`config.mk`:
```
export PLATFORM = sky130hd
export DESIGN_NAME = mem_port_arbiter_flat
export DESIGN_NICKNAME = d
export VERILOG_FILES = /design/src/rtl/mem_port_arbiter_if.sv /design/src/rtl/mem_port_arbiter.sv /design/src/flat_wrapper.sv
export SDC_FILE = /design/constraint.sdc
export NUM_CORES = 1
export LEC_CHECK = 0
export BUFFER_PORTS_ARGS = -buffer_cell sky130_fd_sc_hd__clkbuf_2
export CAP_MARGIN = 40
export CORE_AREA = 10 10 89 91
export CTS_BUF_LIST = sky130_fd_sc_hd__clkbuf_4
export DETAILED_ROUTE_END_ITERATION = 8
export DIE_AREA = 0 0 99 101
export HOLD_SLACK_MARGIN = 0.05
export PLACE_DENSITY = 0.71
export SLEW_MARGIN = 0
export SYNTH_ARGS = -nofsm -noshare
export SYNTH_HDL_FRONTEND = slang
export SYNTH_SLANG_ARGS = --single-unit
```
`constraint.sdc`:
```
create_clock -name clk -period 1.4 [get_ports clk]
set_input_delay 0.07 -clock clk [delete_from_list [all_inputs] [get_ports clk]]
set_output_delay 0.07 -clock clk [all_outputs]
set_load 0.01 [all_outputs]
```
`src/rtl/mem_port_arbiter_if.sv`:
```
// mem_port_arbiter_if: fetch, load/store and RAM-side signals of the shared SRAM port.
// slave is the arbiter's view; master is the core plus RAM macro.
interface mem_port_arbiter_if #(
    parameter int ADDR_W = 32,
    parameter int RAM_AW = 10
);
    logic              inst_req;
    logic [ADDR_W-1:0] inst_addr;
    logic              inst_gnt;
    logic              inst_rvalid;
    logic [31:0]       inst_rdata;
    logic              data_req;
    logic [3:0]        data_we;
    logic [ADDR_W-1:0] data_addr;
    logic [31:0]       data_wdata;
    logic              data_gnt;
    logic              data_rvalid;
    logic [31:0]       data_rdata;
    logic              ram_en;
    logic [3:0]        ram_we;
    logic [RAM_AW-1:0] ram_addr;
    logic [31:0]       ram_wdata;
    logic [31:0]       ram_rdata;
    modport slave (
        input  inst_req, inst_addr, data_req, data_we, data_addr, data_wdata, ram_rdata,
        output inst_gnt, inst_rvalid, inst_rdata, data_gnt, data_rvalid, data_rdata,
               ram_en, ram_we, ram_addr, ram_wdata
    );
    modport master (
        output inst_req, inst_addr, data_req, data_we, data_addr, data_wdata, ram_rdata,
        input  inst_gnt, inst_rvalid, inst_rdata, data_gnt, data_rvalid, data_rdata,
               ram_en, ram_we, ram_addr, ram_wdata
    );
endinterface

```
`src/rtl/mem_port_arbiter.sv`:
```
// mem_port_arbiter: shares one single-port SRAM between fetch and load/store, data first with fetch anti-starvation.
// Optional macro ARB_RR_EN replaces the starvation counter with alternating priority on contention.
module mem_port_arbiter #(
    parameter int ADDR_W   = 32,
    parameter int RAM_AW   = 10,
    parameter int MAX_WAIT = 3
) (
    input logic clk,
    input logic rst,
    mem_port_arbiter_if.slave bus
);
    logic       inst_gnt;
    logic       data_gnt;
    logic       both;
    logic [3:0] wait_cnt;
    logic [3:0] wait_nxt;
    logic [1:0] rd_owner;
`ifdef ARB_RR_EN
    logic last_inst;
    always_comb begin
        both     = bus.inst_req & bus.data_req;
        inst_gnt = !rst && bus.inst_req && (!bus.data_req || !last_inst);
        data_gnt = !rst && bus.data_req && !inst_gnt;
        wait_nxt = '0;
    end
    always_ff @(posedge clk)
        last_inst <= rst ? 1'b1 : (both ? inst_gnt : last_inst);
`else
    always_comb begin
        both     = bus.inst_req & bus.data_req;
        inst_gnt = !rst && bus.inst_req && (!bus.data_req || wait_cnt == 4'(MAX_WAIT));
        data_gnt = !rst && bus.data_req && !inst_gnt;
        wait_nxt = (rst || inst_gnt || !bus.inst_req) ? 4'd0 :
                   (wait_cnt == 4'(MAX_WAIT) ? wait_cnt : wait_cnt + 4'd1);
    end
`endif
    always_ff @(posedge clk) begin
        wait_cnt <= wait_nxt;
        rd_owner <= rst ? 2'b00 : {inst_gnt, data_gnt && bus.data_we == 4'd0};
    end
    assign bus.inst_gnt    = inst_gnt;
    assign bus.data_gnt    = data_gnt;
    assign bus.ram_en      = inst_gnt | data_gnt;
    assign bus.ram_addr    = data_gnt ? bus.data_addr[RAM_AW+1:2] : bus.inst_addr[RAM_AW+1:2];
    assign bus.ram_we      = data_gnt ? bus.data_we : 4'd0;
    assign bus.ram_wdata   = bus.data_wdata;
    assign bus.inst_rvalid = rd_owner[1];
    assign bus.data_rvalid = rd_owner[0];
    assign bus.inst_rdata  = bus.ram_rdata;
    assign bus.data_rdata  = bus.ram_rdata;
endmodule

```
`src/flat_wrapper.sv`:
```
// flat-port wrapper written by rule: the top's interface ports become plain ports
module mem_port_arbiter_flat 
#(
    parameter int ADDR_W   = 32,
    parameter int RAM_AW   = 10,
    parameter int MAX_WAIT = 3
)
  (clk, rst, bus_inst_req, bus_inst_addr, bus_data_req, bus_data_we, bus_data_addr, bus_data_wdata, bus_ram_rdata, bus_inst_gnt, bus_inst_rvalid, bus_inst_rdata, bus_data_gnt, bus_data_rvalid, bus_data_rdata, bus_ram_en, bus_ram_we, bus_ram_addr, bus_ram_wdata);
  mem_port_arbiter_if #(.ADDR_W(ADDR_W), .RAM_AW(RAM_AW)) bus_i ();
  input logic clk;
  input logic rst;
  input wire logic [$bits(bus_i.inst_req)-1:0] bus_inst_req;
  input wire logic [$bits(bus_i.inst_addr)-1:0] bus_inst_addr;
  input wire logic [$bits(bus_i.data_req)-1:0] bus_data_req;
  input wire logic [$bits(bus_i.data_we)-1:0] bus_data_we;
  input wire logic [$bits(bus_i.data_addr)-1:0] bus_data_addr;
  input wire logic [$bits(bus_i.data_wdata)-1:0] bus_data_wdata;
  input wire logic [$bits(bus_i.ram_rdata)-1:0] bus_ram_rdata;
  output wire logic [$bits(bus_i.inst_gnt)-1:0] bus_inst_gnt;
  output wire logic [$bits(bus_i.inst_rvalid)-1:0] bus_inst_rvalid;
  output wire logic [$bits(bus_i.inst_rdata)-1:0] bus_inst_rdata;
  output wire logic [$bits(bus_i.data_gnt)-1:0] bus_data_gnt;
  output wire logic [$bits(bus_i.data_rvalid)-1:0] bus_data_rvalid;
  output wire logic [$bits(bus_i.data_rdata)-1:0] bus_data_rdata;
  output wire logic [$bits(bus_i.ram_en)-1:0] bus_ram_en;
  output wire logic [$bits(bus_i.ram_we)-1:0] bus_ram_we;
  output wire logic [$bits(bus_i.ram_addr)-1:0] bus_ram_addr;
  output wire logic [$bits(bus_i.ram_wdata)-1:0] bus_ram_wdata;
  assign bus_i.inst_req = bus_inst_req;
  assign bus_i.inst_addr = bus_inst_addr;
  assign bus_i.data_req = bus_data_req;
  assign bus_i.data_we = bus_data_we;
  assign bus_i.data_addr = bus_data_addr;
  assign bus_i.data_wdata = bus_data_wdata;
  assign bus_i.ram_rdata = bus_ram_rdata;
  assign bus_inst_gnt = bus_i.inst_gnt;
  assign bus_inst_rvalid = bus_i.inst_rvalid;
  assign bus_inst_rdata = bus_i.inst_rdata;
  assign bus_data_gnt = bus_i.data_gnt;
  assign bus_data_rvalid = bus_i.data_rvalid;
  assign bus_data_rdata = bus_i.data_rdata;
  assign bus_ram_en = bus_i.ram_en;
  assign bus_ram_we = bus_i.ram_we;
  assign bus_ram_addr = bus_i.ram_addr;
  assign bus_ram_wdata = bus_i.ram_wdata;
  mem_port_arbiter #(.ADDR_W(ADDR_W), .RAM_AW(RAM_AW), .MAX_WAIT(MAX_WAIT)) u_core (.clk(clk), .rst(rst), .bus(bus_i));
endmodule
```
==> results.json, run 1 <==
{
  "port_buffers": 46,
  "hpwl_um": 1890,
  "place_congestion": 0.708,
  "crit_path_cell_trace": "ha_4 -> a311oi_4 -> buf_6 -> mux2_4 -> buf_6",
  "fin_ws_ps": -321,
  "io_pins": 251,
  "remaining_drc_errors": 0,
  "ys.warnings.count": 0,
  "grt_overflow_total": 0,
  "cts_root_buffer": "clkbuf_4",
  "cts_tree": "built",
  "antenna_left": 0,
  "post_route_cells_drive_above_1_share_pct": 84.0,
  "hold_path.class": "in -> reg",
  "vias": 628,
  "final_util_pct": 16.3,
  "grt_usage_pct": 4.41,
  "violations": "negative setup slack",
  "max_slew_margin_pct": 82.5,
  "fmax_ghz": 0.581,
  "grt_max_degree": 7,
  "final_common_cell": "clkbuf_2",
  "clk_latency_ps": 240,
  "grt_pass1_wl_um": 3490,
  "cts_sinks": 6,
  "clk_path_buf_depth": 2,
  "grt_pass1_vias": 703,
  "rsz0062_at_grt": "true",
  "hold_viol_final": 0,
  "cap_violations": 0,
  "slew_violations": 0,
  "cp_num_buf_inv": 2,
  "drt-initial-drc-count": 11,
  "status": "complete, but fails checks",
  "synth.avg_cell_area_um2": 8.35,
  "wl_per_cell_um": 13.7,
  "setup_viol": 19,
  "worst_pin_slew_ps": 263,
  "n_fill_cell": 694,
  "drt-pass1-iter-count": 4,
  "crit_family": "flip-flops",
  "yosysTopAreaCellShare_pct": 62.1,
  "ys_types": 18,
  "cp.arrival_ps": 1650,
  "numCtsBuffers": 3,
  "rows": 29,
  "cpMostUsedCell": "buf_6",
  "dp_cells": 170,
  "slowest_delay_ps": 330,
  "syn-cell-area_um2": 1160,
  "die_w_um": 99,
  "period_share_pct": 123,
  "synth_area_leaders": "buf_4, dfxtp_1, mux2_2, mux2_4, and2_2",
  "yosysSeqAreaShare_pct": 10.3,
  "fin_skew_ps": 4.21,
  "via_per_inst": 3.53,
  "end_kind": "primary output",
  "crit_type": "reg -> out",
  "ctsHoldBuffers": 0,
  "finish.net_count": 239,
  "min_period_ps": 1720,
  "core_area_um2": 6200,
  "whs_ps": 82.5,
  "antenna_found_initial": 0,
  "ys_seq_elements": 6,
  "yosys.area.top_type": "buf_4",
  "dieArea_um2": 10000,
  "h-tree-depth": 1,
  "chipHeight_um": 101,
  "start_util_pct": 18.7,
  "syn-num-nets": 276,
  "netlist_instances": 139,
  "crit_slowest_cell": "dfxtp_2",
  "clk_pin_slew_ps": 50,
  "vdd_ir_drop_max_mv": 0.160,
  "wirelength_um": 2440,
  "p_per_area_nw_per_um2": 551,
  "dp_slack_ps": -118,
  "cp_max_fo": 6,
  "start_kind": "register",
  "syn2layout_area_growth_pct": -12.7,
  "cp.required_ps": 1330,
  "leakagePower_uw": 0.000481,
  "final_cell_mix": "clkbuf_2, buf_6, mux2_4",
  "final_cells": 178
}
[Yosys cell counts, drive strengths merged]
master  number
buf         97
mux2        11
nor2         7
dfxtp        6
and2         5
a21oi        2
inv          2
or3b         2
a311oi       1
ha           1
nand2        1
nand2b       1
nand3        1
nor4         1
xor2         1
[worst reg2reg max path, cell delays in order, from the launching register on]
cell     delay, ps
dfxtp_2        330
ha_4           160
buf_4          130
or3b_4         230
or3b_4         410
nor2_2         110
[metrics by stage]
stage | TNS [ps] | area [µm²] | power [µW]
after global placement | -743 | 821 | 342
final | -4280 | 1010 | 559
after global routing | -5450 | 1010 | 602
after floorplan | -279 | 1180 | 538
after CTS | -4920 | 932 | 546
after detailed placement | -935 | 821 | 344
[flip-flops by register name, indices dropped and copies added, names as in the netlist]
signal / flops
u_core.wait_cnt: 4
u_core.rd_owner: 2
[layout make-up]
| cell class | instances | area (µm²) | share of cell area, % |
|---|---|---|---|
| Antenna cell | 1 | 2.50 | 0.247 |
| Clock buffer | 3 | 22.5 | 2.22 |
| Inverter | 2 | 7.51 | 0.741 |
| Multi-Input combinational cell | 34 | 355 | 35.1 |
| Sequential cell | 6 | 123 | 12.1 |
| Tap cell | 77 | 96.3 | 9.51 |
| Timing Repair Buffer | 55 | 407 | 40.1 |
[report_power, final]
group,total (µW),switching [µW],internal [µW]
clock network,159,61.8,96.9
logic,224,83.7,140
registers,176,1.75,175
[cell families after synthesis]
logic type,synth area share (%)
AOI/OAI and AO/OA,3.13
buffers and inverters,63.7
adders and majority gates,1.08
DFF,10.3
muxes,12.0
and+or+nand+nor,9.05
xor gates and xnor gates,0.754
[final timing paths]
kind / cells after the start / startpoint / slack (ps) / to
worst max-delay path: 5 / u_core.wait_cnt[1]$_SDFFE_PP0P_ / -320 / bus_ram_addr[9]
worst min-delay path: 2 / bus_data_req / 80 / u_core.rd_owner[1]$_SDFF_PP0_
worst max register to register: 5 / u_core.wait_cnt[1]$_SDFFE_PP0P_ / -20 / u_core.wait_cnt[3]$_SDFFE_PP0P_
worst min register to register: 2 / u_core.wait_cnt[0]$_SDFFE_PP0P_ / 520 / u_core.wait_cnt[0]$_SDFFE_PP0P_
[metal layers]
layer / up-vias / GRT usage (%) / wire length [µm] / part of all wire [%]
li1: 265 / - / - / -
met1: 262 / 2.51 / 589 / 24
met2: 52 / 6.91 / 1140 / 47
met3: 49 / 4.53 / 484 / 20
met4: 0 / 4.96 / 221 / 9.1
met5: - / 0 / 0 / 0
[repair_timing]
item | in CTS | in global routing
gates resized for setup | 10 | 42
gates cloned | 1 | 0
buffers inserted | 4 | 2
endpoints found under the setup margin | 16 | 20
pin swaps | 5 | 7
hold endpoints to repair | 0 | 0
Note: power is estimated with default switching activity, not from simulation.
==> run 2, diff against run 1 <==
==> constraint.sdc (replaced) <==
create_clock -name clk -period 1.4 [get_ports clk]
set_input_delay 0.14 -clock clk [delete_from_list [all_inputs] [get_ports clk]]
set_output_delay 0.14 -clock clk [all_outputs]
set_load 0.01 [all_outputs]
==> run 2 against run 1 <==
- the flow still finishes with violations (negative setup slack)
- register-to-register slack got worse by 130 ps
- combinational power grew 4%
- non-clock buffer count grew 3
- core utilization grew 0.79 points
- via count up 3.5%
- sequential power about the same
- clock power rose by 6%
- setup slack worse by 91 ps
- critical path type unchanged
- largest power group unchanged
==> results.json, run 2 (synthesis gave the netlist of run 1 again) <==
{
  "finish.net_count": 242,
  "power.clock.fraction_pct": 29.2,
  "max_slew_margin_pct": 81.4,
  "clk_pin_slew_ps": 50,
  "cap_violations": 0,
  "slew_violations": 0,
  "dieArea_um2": 10000,
  "switching_power_uw": 161,
  "reg_top3": "u_core.wait_cnt x4, u_core.rd_owner x2",
  "met3_length_um": 484,
  "final_cells": 181,
  "final_common_cell": "clkbuf_2",
  "drt-pass1-iter-count": 2,
  "cts_tree": "built",
  "die_w_um": 99,
  "grt_pass1_wl_um": 3760,
  "rsz0062_at_grt": "true",
  "fmax_ghz": 0.552,
  "start_util_pct": 18.7,
  "wirelength_um": 2540,
  "drt-initial-drc-count": 22,
  "cp.arrival_ps": 1670,
  "cp.depth": 5,
  "setup_viol": 20,
  "violations": "negative setup slack",
  "hpwl_um": 1950,
  "fin_skew_ps": 9.36,
  "vdd_ir_drop_max_mv": 0.249,
  "top_register": "u_core.wait_cnt",
  "remaining_drc_errors": 0,
  "worstRegToRegCells": 6,
  "grt_pass1_vias": 730,
  "final_util_pct": 17.1,
  "hold_viol_final": 0,
  "grt_max_degree": 7,
  "rows": 29,
  "wl_per_cell_um": 14.0,
  "total_power_uw": 578,
  "switching_share_pct": 27.9,
  "antenna_found_initial": 0,
  "p_per_area_nw_per_um2": 544,
  "crit_path_cell_trace": "ha_4 -> a311oi_4 -> buf_6 -> mux2_4 -> buf_6",
  "clk_path_buf_depth": 2,
  "leakagePower_uw": 0.000499,
  "grt_usage_pct": 4.72,
  "m1WireLength_um": 628,
  "largest_reg_flops": 4,
  "cp_max_fo": 6,
  "syn2layout_area_growth_pct": -8.51,
  "n_fill_cell": 673,
  "antenna_left": 0,
  "final_cell_mix": "clkbuf_2, buf_6, mux2_4",
  "h-tree-depth": 1,
  "p_int_uw": 417,
  "end_kind": "primary output",
  "fin_ws_ps": -412,
  "cp.required_ps": 1260,
  "cpMostUsedCell": "buf_6",
  "status": "complete, but fails checks",
  "numCtsBuffers": 3,
  "whs_ps": 207,
  "grt_overflow_total": 0,
  "post_route_cells_drive_above_1_share_pct": 86.4,
  "worst_pin_slew_ps": 279,
  "cp_num_buf_inv": 2,
  "worstHoldPathCells": 3,
  "wl_met2_um": 1200,
  "core_area_um2": 6200,
  "chipHeight_um": 101,
  "ctsHoldBuffers": 0,
  "crit_type": "reg -> out",
  "port_buffers": 46,
  "place_congestion": 0.726,
  "highest_layer": "met4",
  "io_pins": 251,
  "hold_path.class": "in -> reg",
  "cts_sinks": 6,
  "clk_latency_ps": 250,
  "crit_family": "flip-flops",
  "period_share_pct": 129,
  "slowest_delay_ps": 330,
  "cts_root_buffer": "clkbuf_4",
  "via_per_inst": 3.59,
  "crit_slowest_cell": "dfxtp_2",
  "start_kind": "register",
  "dp_cells": 171,
  "combPwrFrac_pct": 40.3,
  "min_period_ps": 1810,
  "p_seq_share_pct": 30.5,
  "vias": 650
}
run 2: worst paths after layout:
check | start | to | slack, ps
hold reg to reg | u_core.wait_cnt[0]$_SDFFE_PP0P_ | u_core.wait_cnt[0]$_SDFFE_PP0P_ | 520
hold / removal | bus_data_req | u_core.rd_owner[1]$_SDFF_PP0_ | 210
setup reg to reg | u_core.wait_cnt[1]$_SDFFE_PP0P_ | u_core.wait_cnt[0]$_SDFFE_PP0P_ | -150
setup / recovery | u_core.wait_cnt[1]$_SDFFE_PP0P_ | bus_ram_addr[1] | -410
run 2: layer usage:
layer	vias up	GRT usage [%]
li1	271	-
met1	276	2.90
met2	52	7.67
met3	51	4.53
met4	0	4.63
met5	-	0
run 2: per-stage QoR:
stage | worst slack, ps | area (µm²) | TNS, ps
3_5_place_dp | -191 | 828 | -2250
6_report | -412 | 1060 | -6430
4_1_cts | -436 | 946 | -6870
2_1_floorplan | -140 | 1180 | -733
3_3_place_gp | -154 | 828 | -1820
5_1_grt | -490 | 1060 | -7870
run 2: area by class of cell:
cell class	instances	area, µm²	area share (%)
repair buffers	58	437	41.1
flip-flops and latches	6	123	11.5
well taps	77	96.3	9.07
clock buffers	3	22.5	2.12
multi-input cells	34	374	35.2
inverters	2	7.51	0.707
diodes	1	2.50	0.236
run 2: worst min-delay path, delay by kind of cell:
| kind | cells | cell delay (ps) |
|---|---|---|
| buffers and inverters | 2 | 220 |
| AO/OA/AOI/OAI | 1 | 50 |
run 2: timing repair:
item | 4_1_cts | 5_1_grt
cloned | 1 | 0
resized for setup | 12 | 45
pin swaps | 5 | 7
buffers inserted | 4 | 3
setup endpoints to repair | 20 | 21
run 2: power groups by stage:
| stage | clock network (µW) | registers (µW) | logic, µW |
|---|---|---|---|
| floorplan | 0 | 180 | 358 |
| global placement | 0 | 179 | 164 |
| detailed placement | 0 | 180 | 167 |
| CTS | 177 | 176 | 197 |
| global route | 189 | 176 | 250 |
| finish | 169 | 176 | 233 |
==> run 3, diff against run 2 <==
- BUFFER_PORTS_ARGS: -buffer_cell sky130_fd_sc_hd__clkbuf_2 -> unset
- CORE_AREA: 10 10 89 91 -> 10 10 90 92
- DIE_AREA: 0 0 99 101 -> 0 0 100 102
- DONT_BUFFER_PORTS: unset -> 1
- PLACE_DENSITY: 0.71 -> 0.34
==> run 3 against run 2 <==
- the run still ends with negative setup slack left
- die area up 2.0%
- clock-buffer cell count unchanged
- global-route usage up 0.22 points
- largest cell class is now multi-input combinational cells
- setup slack improved by 71 ps
- sequential share of layout area rose by 4.2 points
- clock power decreased by 2%
- register-to-register slack barely moved
- critical path depth unchanged
==> results.json, run 3 (synthesis gave the netlist of run 1 again) <==
{
  "status": "complete, but fails checks",
  "violations": "negative setup slack",
  "leakagePower_uw": 0.000294,
  "power.clock.fraction_pct": 34.4,
  "clk_pin_slew_ps": 50,
  "setup_viol": 20,
  "crit_path_cell_trace": "ha_4 -> a311oi_4 -> buf_12 -> buf_12 -> mux2_4",
  "drt-pass1-iter-count": 3,
  "wl_met2_um": 1110,
  "grt_usage_pct": 4.93,
  "h-tree-depth": 1,
  "place_congestion": 0.620,
  "grt_pass1_wl_um": 3860,
  "rows": 29,
  "cp.required_ps": 1260,
  "largest_reg_flops": 4,
  "p_int_uw": 352,
  "clk_latency_ps": 250,
  "total_power_uw": 480,
  "vias": 475,
  "grt_pass1_vias": 576,
  "reg_top3": "u_core.wait_cnt x4, u_core.rd_owner x2",
  "switching_power_uw": 128,
  "final_util_pct": 12.4,
  "wirelength_um": 2690,
  "fmax_ghz": 0.574,
  "crit_type": "reg -> out",
  "chipHeight_um": 102,
  "dieArea_um2": 10200,
  "cts_root_buffer": "clkbuf_4",
  "wl_per_cell_um": 19.9,
  "cpMostUsedCell": "buf_12",
  "hold_path.class": "in -> reg",
  "highest_layer": "met4",
  "antenna_left": 0,
  "worst_pin_slew_ps": 264,
  "fin_skew_ps": 4.29,
  "top_register": "u_core.wait_cnt",
  "rsz0062_at_grt": "true",
  "period_share_pct": 124,
  "cap_violations": 0,
  "max_slew_margin_pct": 82.5,
  "via_per_inst": 3.52,
  "met3_length_um": 691,
  "dp_cells": 125,
  "hpwl_um": 2210,
  "final_common_cell": "mux2_4",
  "io_pins": 251,
  "p_seq_share_pct": 37.0,
  "fin_ws_ps": -341,
  "p_per_area_nw_per_um2": 617,
  "numCtsBuffers": 3,
  "antenna_found_initial": 0,
  "cts_sinks": 6,
  "start_kind": "register",
  "n_antenna_cell": 0,
  "finish.net_count": 197,
  "drt-initial-drc-count": 6,
  "crit_slowest_cell": "dfxtp_2",
  "slew_violations": 0,
  "m1WireLength_um": 741,
  "cp_num_buf_inv": 2,
  "post_route_cells_drive_above_1_share_pct": 74.1,
  "slowest_delay_ps": 330,
  "crit_family": "flip-flops",
  "cts_tree": "built",
  "core_area_um2": 6280,
  "die_w_um": 100,
  "switching_share_pct": 26.6,
  "cp_max_fo": 7,
  "final_cells": 135,
  "combPwrFrac_pct": 28.6,
  "port_buffers": 0,
  "grt_max_degree": 8,
  "final_cell_mix": "mux2_4, buf_4",
  "cp.arrival_ps": 1600,
  "end_kind": "primary output",
  "vdd_ir_drop_max_mv": 0.307,
  "start_util_pct": 18.5,
  "clk_path_buf_depth": 2,
  "syn2layout_area_growth_pct": -33.0,
  "remaining_drc_errors": 0,
  "hold_viol_final": 0,
  "grt_overflow_total": 0,
  "min_period_ps": 1740
}
[run 3: cell count changes in the layout (fill, tap and decap cells not counted), sizes merged]
cell         previous run  this run
diode                   1         0
clkbuf                 33         3
dlygate4sd3             0         1
buf                    28        12
[run 3: layer usage]
| metal | global-route usage (%) | vias to the layer above |
|---|---|---|
| met2 | 7.12 | 66 |
| met4 | 2.93 | 0 |
| li1 | - | 181 |
| met1 | 3.68 | 191 |
| met5 | 0 | - |
| met3 | 6.07 | 37 |
[run 3: final cells by class]
type / instances / area [µm²]
well taps: 77 / 96.3
fillers: 708 / 5500
inverters: 2 / 7.51
flip-flops and latches: 6 / 123
multi-input cells: 34 / 369
repair buffers: 13 / 160
clock buffers: 3 / 22.5
[run 3: power groups by stage]
stage / Combinational (µW) / Sequential [µW] / Clock [µW]
3_3_place_gp: 98.2 / 181 / 0
2_1_floorplan: 358 / 180 / 0
6_report: 137 / 178 / 165
3_5_place_dp: 98.6 / 181 / 0
4_1_cts: 139 / 178 / 183
5_1_grt: 148 / 178 / 193
[run 3: per-stage QoR]
| stage | setup TNS, ps | hold WS, ps | setup WS [ps] | area [µm²] |
|---|---|---|---|---|
| 2_1_floorplan | -733 | 231 | -140 | 1180 |
| 3_3_place_gp | -1010 | 268 | -118 | 598 |
| 3_5_place_dp | -1300 | 268 | -137 | 598 |
| 4_1_cts | -5570 | 118 | -371 | 767 |
| 5_1_grt | -6670 | 118 | -415 | 778 |
| 6_report | -5190 | 135 | -341 | 778 |
[run 3: worst paths after layout]
check                           slack (ps)                               to  cells past startpoint                             from
worst max register to register        -160  u_core.wait_cnt[0]$_SDFFE_PP0P_                      6  u_core.wait_cnt[1]$_SDFFE_PP0P_
worst min-delay path                   140    u_core.rd_owner[0]$_SDFF_PP0_                      2                   bus_data_we[3]
worst max-delay path                  -340                  bus_ram_addr[4]                      5  u_core.wait_cnt[1]$_SDFFE_PP0P_
worst min register to register         530  u_core.wait_cnt[0]$_SDFFE_PP0P_                      2  u_core.wait_cnt[0]$_SDFFE_PP0P_
[run 3: repair_timing]
item                                    4_1_cts  5_1_grt
endpoints found under the setup margin       19       21
endpoints found under the hold margin         1        0
buffers inserted                              6        2
hold buffers                                  1        0
pin swaps                                     9        1
gates cloned                                  1        0
gates resized for setup                      19        6
